$ cat config.mk
export PLATFORM = sky130hd
export DESIGN_NAME = in_wait_ctrl
export DESIGN_NICKNAME = d
export VERILOG_FILES = /design/src/rtl/in_wait_ctrl.sv
export SDC_FILE = /design/constraint.sdc
export NUM_CORES = 1
export LEC_CHECK = 0
export ABC_AREA = 1
export CAP_MARGIN = 20
export CELL_PAD_IN_SITES_DETAIL_PLACEMENT = 0
export CELL_PAD_IN_SITES_GLOBAL_PLACEMENT = 1
export CORE_MARGIN = 2
export CORE_UTILIZATION = 29
export CTS_BUF_LIST = sky130_fd_sc_hd__clkbuf_8
export DETAILED_ROUTE_END_ITERATION = 12
export GPL_TIMING_DRIVEN = 0
export PLACE_DENSITY = 0.88
export SETUP_SLACK_MARGIN = 0.2
export SLEW_MARGIN = 40
export SYNTH_ARGS = -nofsm -noshare
export SYNTH_HDL_FRONTEND = slang
export SYNTH_SLANG_ARGS = --single-unit
$ cat constraint.sdc
create_clock -name clk -period 1.5 [get_ports clk]
set_input_delay 0.3 -clock clk [delete_from_list [all_inputs] [get_ports clk]]
set_output_delay 0.3 -clock clk [all_outputs]
set_load 0.02 [all_outputs]
$ cat src/rtl/in_wait_ctrl.sv
// rtl/in_wait_ctrl.sv - PC stall controller for the IN instruction with button sync/debounce
module in_wait_ctrl #(
    parameter int DEBOUNCE_CYCLES = 16,
    parameter int DATA_WIDTH      = 16
) (
    input  logic                  clk,
    input  logic                  reset,
    input  logic                  is_in_instr,
    input  logic                  halt_req,
    input  logic                  enter_btn,
    input  logic [DATA_WIDTH-1:0] switches,
    output logic                  pc_hold,
    output logic                  in_valid,
    output logic [31:0]           in_data,
    output logic                  btn_level,
    output logic [2:0]            state
);
    localparam int CNT_W = $clog2(DEBOUNCE_CYCLES + 1);
    localparam logic [CNT_W-1:0] CNT_LAST = CNT_W'(DEBOUNCE_CYCLES - 1);

    typedef enum logic [2:0] {
        RUN          = 3'd0,
        WAIT_PRESS   = 3'd1,
        ACCEPT       = 3'd2,
        WAIT_RELEASE = 3'd3,
        HALTED       = 3'd4
    } state_t;

    state_t           state_q;
    state_t           state_d;
    logic             sync1;
    logic             sync2;
    logic             btn_prev;
    logic             press;
    logic             load_data;
    logic [CNT_W-1:0] db_cnt;

    // Level flips only after sync2 has disagreed with it for DEBOUNCE_CYCLES straight cycles
    always_ff @(posedge clk) begin
        if (reset) begin
            sync1     <= 1'b0;
            sync2     <= 1'b0;
            btn_level <= 1'b0;
            btn_prev  <= 1'b0;
            db_cnt    <= '0;
        end else begin
            sync1    <= enter_btn;
            sync2    <= sync1;
            btn_prev <= btn_level;
            if (sync2 == btn_level) begin
                db_cnt <= '0;
            end else if (db_cnt == CNT_LAST) begin
                btn_level <= sync2;
                db_cnt    <= '0;
            end else begin
                db_cnt <= db_cnt + 1'b1;
            end
        end
    end

    assign press = btn_level & ~btn_prev;

    always_ff @(posedge clk) begin
        if (reset) begin
            state_q <= RUN;
            in_data <= 32'd0;
        end else begin
            state_q <= state_d;
            if (load_data) begin
                in_data <= 32'(switches);
            end
        end
    end

    // A held button cannot satisfy WAIT_PRESS: only a fresh rising edge of btn_level counts
    always_comb begin
        state_d   = state_q;
        pc_hold   = halt_req | is_in_instr;
        load_data = 1'b0;
        case (state_q)
            RUN: begin
                if (halt_req) begin
                    state_d = HALTED;
                end else if (is_in_instr) begin
                    state_d = WAIT_PRESS;
                end
            end
            WAIT_PRESS: begin
                pc_hold = 1'b1;
                if (halt_req) begin
                    state_d = HALTED;
                end else if (press) begin
                    state_d   = ACCEPT;
                    load_data = 1'b1;
                end
            end
            ACCEPT: begin
                pc_hold = 1'b0;
                state_d = WAIT_RELEASE;
            end
            WAIT_RELEASE: begin
                if (halt_req) begin
                    state_d = HALTED;
                end else if (!btn_level) begin
                    state_d = RUN;
                end
            end
            HALTED: begin
                pc_hold = 1'b1;
            end
            default: begin
                state_d = RUN;
            end
        endcase
    end

    assign in_valid = (state_q == ACCEPT);
    assign state    = state_q;
endmodule

# Word level (Yosys, flattened, before mapping)
# Cells that the tools add are included.
word_totals:
  regBits: 28
  latchBits: 0
  mem_bits_rw: 0
  romBits: 0
  input_bits: 21
  output_inout_bits: 38
  wordCells: 38
  memories: 0
op_classes:
  n_addsub: 1
  multipliers: 0
  div: 0
  n_lt_le_gt_ge: 0
  eq_ne: 9
  n_shift: 0
  n_mux: 11
  bitwise_logic: 5
  reduce_logical: 5
ops:
  columns: ["cell", "n"]
  rows:
  - ["3-bit 2-to-1 mux", 6]
  - ["3-bit one-hot mux with 5 select lines", 1]
  - ["3-bit != test, second input constant", 3]
  - ["3-bit by 2-bit equality test with 1-bit output, second input constant", 2]
  - ["5-bit by 1-bit adder with 5-bit output, second input constant", 1]
  - ["5-bit by 4-bit equality test with 1-bit output, second input constant", 1]
  - ["4-bit AND reduction", 1]
  - ["3-bit by 1-bit equality test with 1-bit output, second input constant", 1]
  - ["3-bit equality test, second input constant", 1]
  - ["3-bit logical NOT", 1]
  - ["1-bit 2-to-1 mux", 3]
  - ["1-bit inverter", 3]
  - ["3-bit OR reduction", 1]
  - ["1-bit one-hot mux with 2 select lines", 1]
  - ["2-bit AND reduction", 1]
  - ["2-bit OR reduction", 1]
  - ["1-bit AND", 1]
  - ["1-bit equality test", 1]
  - ["1-bit OR", 1]

# Longest topological paths before layout
# Gate-level depths: netlist of run 1.
depth:
  depth_word: 5
  ltp_mapped: 8

# Worst setup path after synthesis of run 1
# No wires, ideal clock.
synth_timing:
  path_kind: "register to output"
  startpoint: "reg state_q[2] (netlist: state[2])"
  endpoint: "out pc_hold"
  arrival_time_ns: 1.228
  t_required_ns: 1.200
  slack_ns: -0.028
  path_stages_with_launch: 5
  path_cell_list: "dfxtp_1 inv_2 nand3_1 inv_1 o221ai_1"
synth_via:
  elab_cells_between_ends: 5
synth_rtl:
  columns: ["item", "line", "rtl"]
  rows:
  - ["start: declaration", "29", "state_t state_q;"]
  - ["start signal: assignment", "68", "state_q <= state_d;"]
  - ["3-bit by 2-bit equality test with 1-bit output", null, null]
  - ["via in_valid", "13", "output logic in_valid,"]
  - ["1-bit one-hot mux with 2 select lines", "80", "case (state_q)"]
  - ["end: declaration", "12", "output logic pc_hold,"]
# The timed path passes the listed nets, and every way through them passes these cells.

# Worst setup path after layout of run 1
layout_timing:
  startpoint: "reg state_q[0] (netlist: state[0])"
  endpoint: "out pc_hold"
layout_via:
  elab_chain_len: 3
  elab_cells_between_ends: 5
layout_rtl:
  columns: ["item", "line"]
  rows:
  - ["3-bit by 1-bit equality test with 1-bit output / 3-bit equality test (equally long branches)", "80"]
  - ["2-bit OR reduction (no line)", null]
  - ["1-bit one-hot mux with 2 select lines (*)", "80"]
# Mark *: on every way between the ends. The rest lies on a longest branch, timed or not.

==> results.toml, run 1 <==
[drt]
viasPerCell = 4.02
drtAntennaViolNets = 0
wl_mm = 2.70
vias = 1141
wl_per_cell_um = 9.50
drcViolationCount = 0
initialDrtViolationCount = 34
dr.pass1.iters = 4

[synth]
synth.ff_latch_count = 28
synthCells = 162
synth_edf_count = 0
yosysMostFrequentCell = "nor2_1"
ys_types = 25
synth_common_cells = "nor2_1 (48), dfxtp_1 (28), buf_4 (16)"
synth_area_per_cell_sq_um = 7.64
synthArstFlopShare = 0
synth_area_leaders = "dfxtp_1 (45%), nor2_1 (15%), buf_4 (9.7%)"
ys_warn_count = 0
synth_top_cell_by_area = "dfxtp_1"
ys_seq_area_frac = 0.453
yosysTopAreaCellShare = 0.453
syn_area_sq_mm = 0.00124
yosys_most_used_dff = "dfxtp_1"

[timing]
tns_ns = 0
fin_worst_skew_ns = 0.00234
setup_viol = 0
timing.final.crit_share = 0.946
slew_viol_final = 0
max_freq_ghz = 0.705
rsz0062_at_grt = "yes"
min_period_ns = 1.42
holdWs_ns = 0.409
finalHoldViolCount = 0

[grt]
grt_pass1_wl_mm = 4.48
grt_pass1_vias = 1084
grtUsageTotal = 0.114
antenna_found_initial = 0
grt-ovfl-total = 0
grt_max_degree = 16

[layout]
design_area_sq_mm = 0.00199
syn_to_final_growth_pct = 60.5
final_layout_size_suffix_gt1_frac = 0.265
final_core_util = 0.489
nFillCells = 429
num-nets-final = 258
n_antenna_cell = 0

[worst_setup_path]
start_kind = "register"
cp.required_ns = 1.20
crit_fanout = 5
worstSetupPathType = "register to output port"
crit_path_end_kind = "output port"
arrival_ns = 1.12

[place]
placed_cell_area_sq_mm = 0.00179
gp_congestion = 0.759
post-dp-hpwl_mm = 1.91
io_buffers = 42

[clock_network]
cts_made_buffers = 3
cts_tree = "yes"
insertion_delay_ns = 0.28
root_buffer = "clkbuf_8"
numClockSinks = 28
clk_pin_slew_worst_paths_ns = 0.09
postCtsHoldBufs = 0
max-clock-path-buffers = 2
ctsHtreeMaxLevel = 1

[die]
start_util = 0.305
die_h_um = 69.3
ioPinCount = 59
die_w_um = 69.3
die-area_sq_mm = 0.00481
core_sq_mm = 0.00406
num_rows = 23

[outcome]
outcome = "complete, no violations"

[job]
maxCapViolCount = 0

[worst_hold_path]
hold_path_class = "register to register"

[power_and_ir_drop]
power.density_mw_per_mm2 = 965
ir_drop_mv = 0.391
power.leakage_uw = 0.000937
-- worst max-delay path: stages, from the launching register on --
cell      delay, ns
dfxtp_4        0.41
inv_4          0.05
nand3_4        0.06
inv_2          0.05
o221ai_2       0.11
buf_4          0.16
-- path summary, 6_finish.rpt --
path,depth (start not counted),endpoint,slack [ns],startpoint
worst max-delay path,5,pc_hold,0.08,state[0]$_SDFFE_PP0P_
worst min-delay path,2,sync2$_SDFF_PP0_,0.41,sync1$_SDFF_PP0_
worst max register to register,7,db_cnt[2]$_SDFF_PP0_,0.13,db_cnt[1]$_SDFF_PP0_
worst min register to register,2,sync2$_SDFF_PP0_,0.41,sync1$_SDFF_PP0_
-- state kept, by name, indices dropped and copies added (netlist names) --
register	flops
btn_level	1
btn_prev	1
db_cnt	5
in_data	16
state	3
sync1	1
sync2	1
-- logic make-up (layout without fill, tap and decap cells) --
group,after synthesis,in the layout,synth area share
AND/OR/NAND/NOR,72,72,0.246
buffers and inverters,34,91,0.172
flip-flops,28,28,0.453
AO/OA/AOI/OAI,25,25,0.106
adder cells (fa/ha/maj),2,2,0.0202
other,1,16,0.00303
-- layout by cell type, fill, tap and decap left out --
cell	synthesis	layout
a21oi_1	5	4
a21oi_2	0	1
buf_2	1	1
buf_4	16	27
buf_6	1	3
buf_8	1	1
clkbuf_2	0	1
clkbuf_8	0	4
clkdlybuf4s15_1	0	5
clkdlybuf4s15_2	0	2
clkdlybuf4s50_1	0	18
conb_1	1	16
dfxtp_1	28	22
dfxtp_2	0	2
dfxtp_4	0	4
dlygate4sd2_1	0	14
dlymetal6s2s_1	0	1
ha_2	0	1
ha_4	0	1
inv_1	12	10
inv_2	1	1
inv_4	0	2
inv_6	1	1
nand2_1	12	11
nand2_2	1	1
nand2_4	1	2
nand3_1	6	5
nand3_4	0	1
nand4_1	1	1
nor2_1	48	45
nor2_2	1	3
nor2_4	1	2
nor3b_1	1	1
o211ai_1	1	1
o21ai_0	12	9
o21ai_1	6	9
o221ai_2	0	1
-- metal layers --
metal  GRT usage  vias to the layer above  share of wire
met4      0.0327                        0          0.014
met3      0.0378                        5          0.069
met5           0                        -              0
met2       0.198                       37           0.46
met1       0.132                      476           0.45
li1            -                      623              -
-- metrics by stage --
step           setup WS, ns  total power, uW  cells
2_1_floorplan         0.200             1140    177
3_3_place_gp         -0.600             1320    269
3_5_place_dp         -0.583             1320    269
4_1_cts              0.0586             1850    279
5_1_grt              0.0255             2010    284
6_report             0.0815             1920    284
-- report_power, final --
group | internal [uW] | switching, uW
combinational | 300 | 289
clock | 235 | 233
sequential | 787 | 72.3
total | 1320 | 594
-- layout make-up --
| type | instances | area [sq um] | share of cell area |
|---|---|---|---|
| flip-flops and latches | 28 | 578 | 0.291 |
| clock buffers | 4 | 55.1 | 0.0277 |
| plain buffers | 20 | 156 | 0.0788 |
| repair buffers | 53 | 493 | 0.248 |
| multi-input cells | 115 | 578 | 0.291 |
| inverters | 14 | 62.6 | 0.0315 |
| well taps | 50 | 62.6 | 0.0315 |
-- repair_timing --
| action | in CTS | in global routing |
|---|---|---|
| buffers inserted | 6 | 5 |
| pin swaps | 4 | 4 |
| endpoints found under the setup margin | 32 | 20 |
| resized for setup | 56 | 12 |
Power figures use the tool's default switching activity.
==> run 2: changes to the inputs <==
- CTS_CLUSTER_DIAMETER: not set -> 50
==> results of run 2 <==
The final DEF is identical to that of run 1; final timing and power are the same.
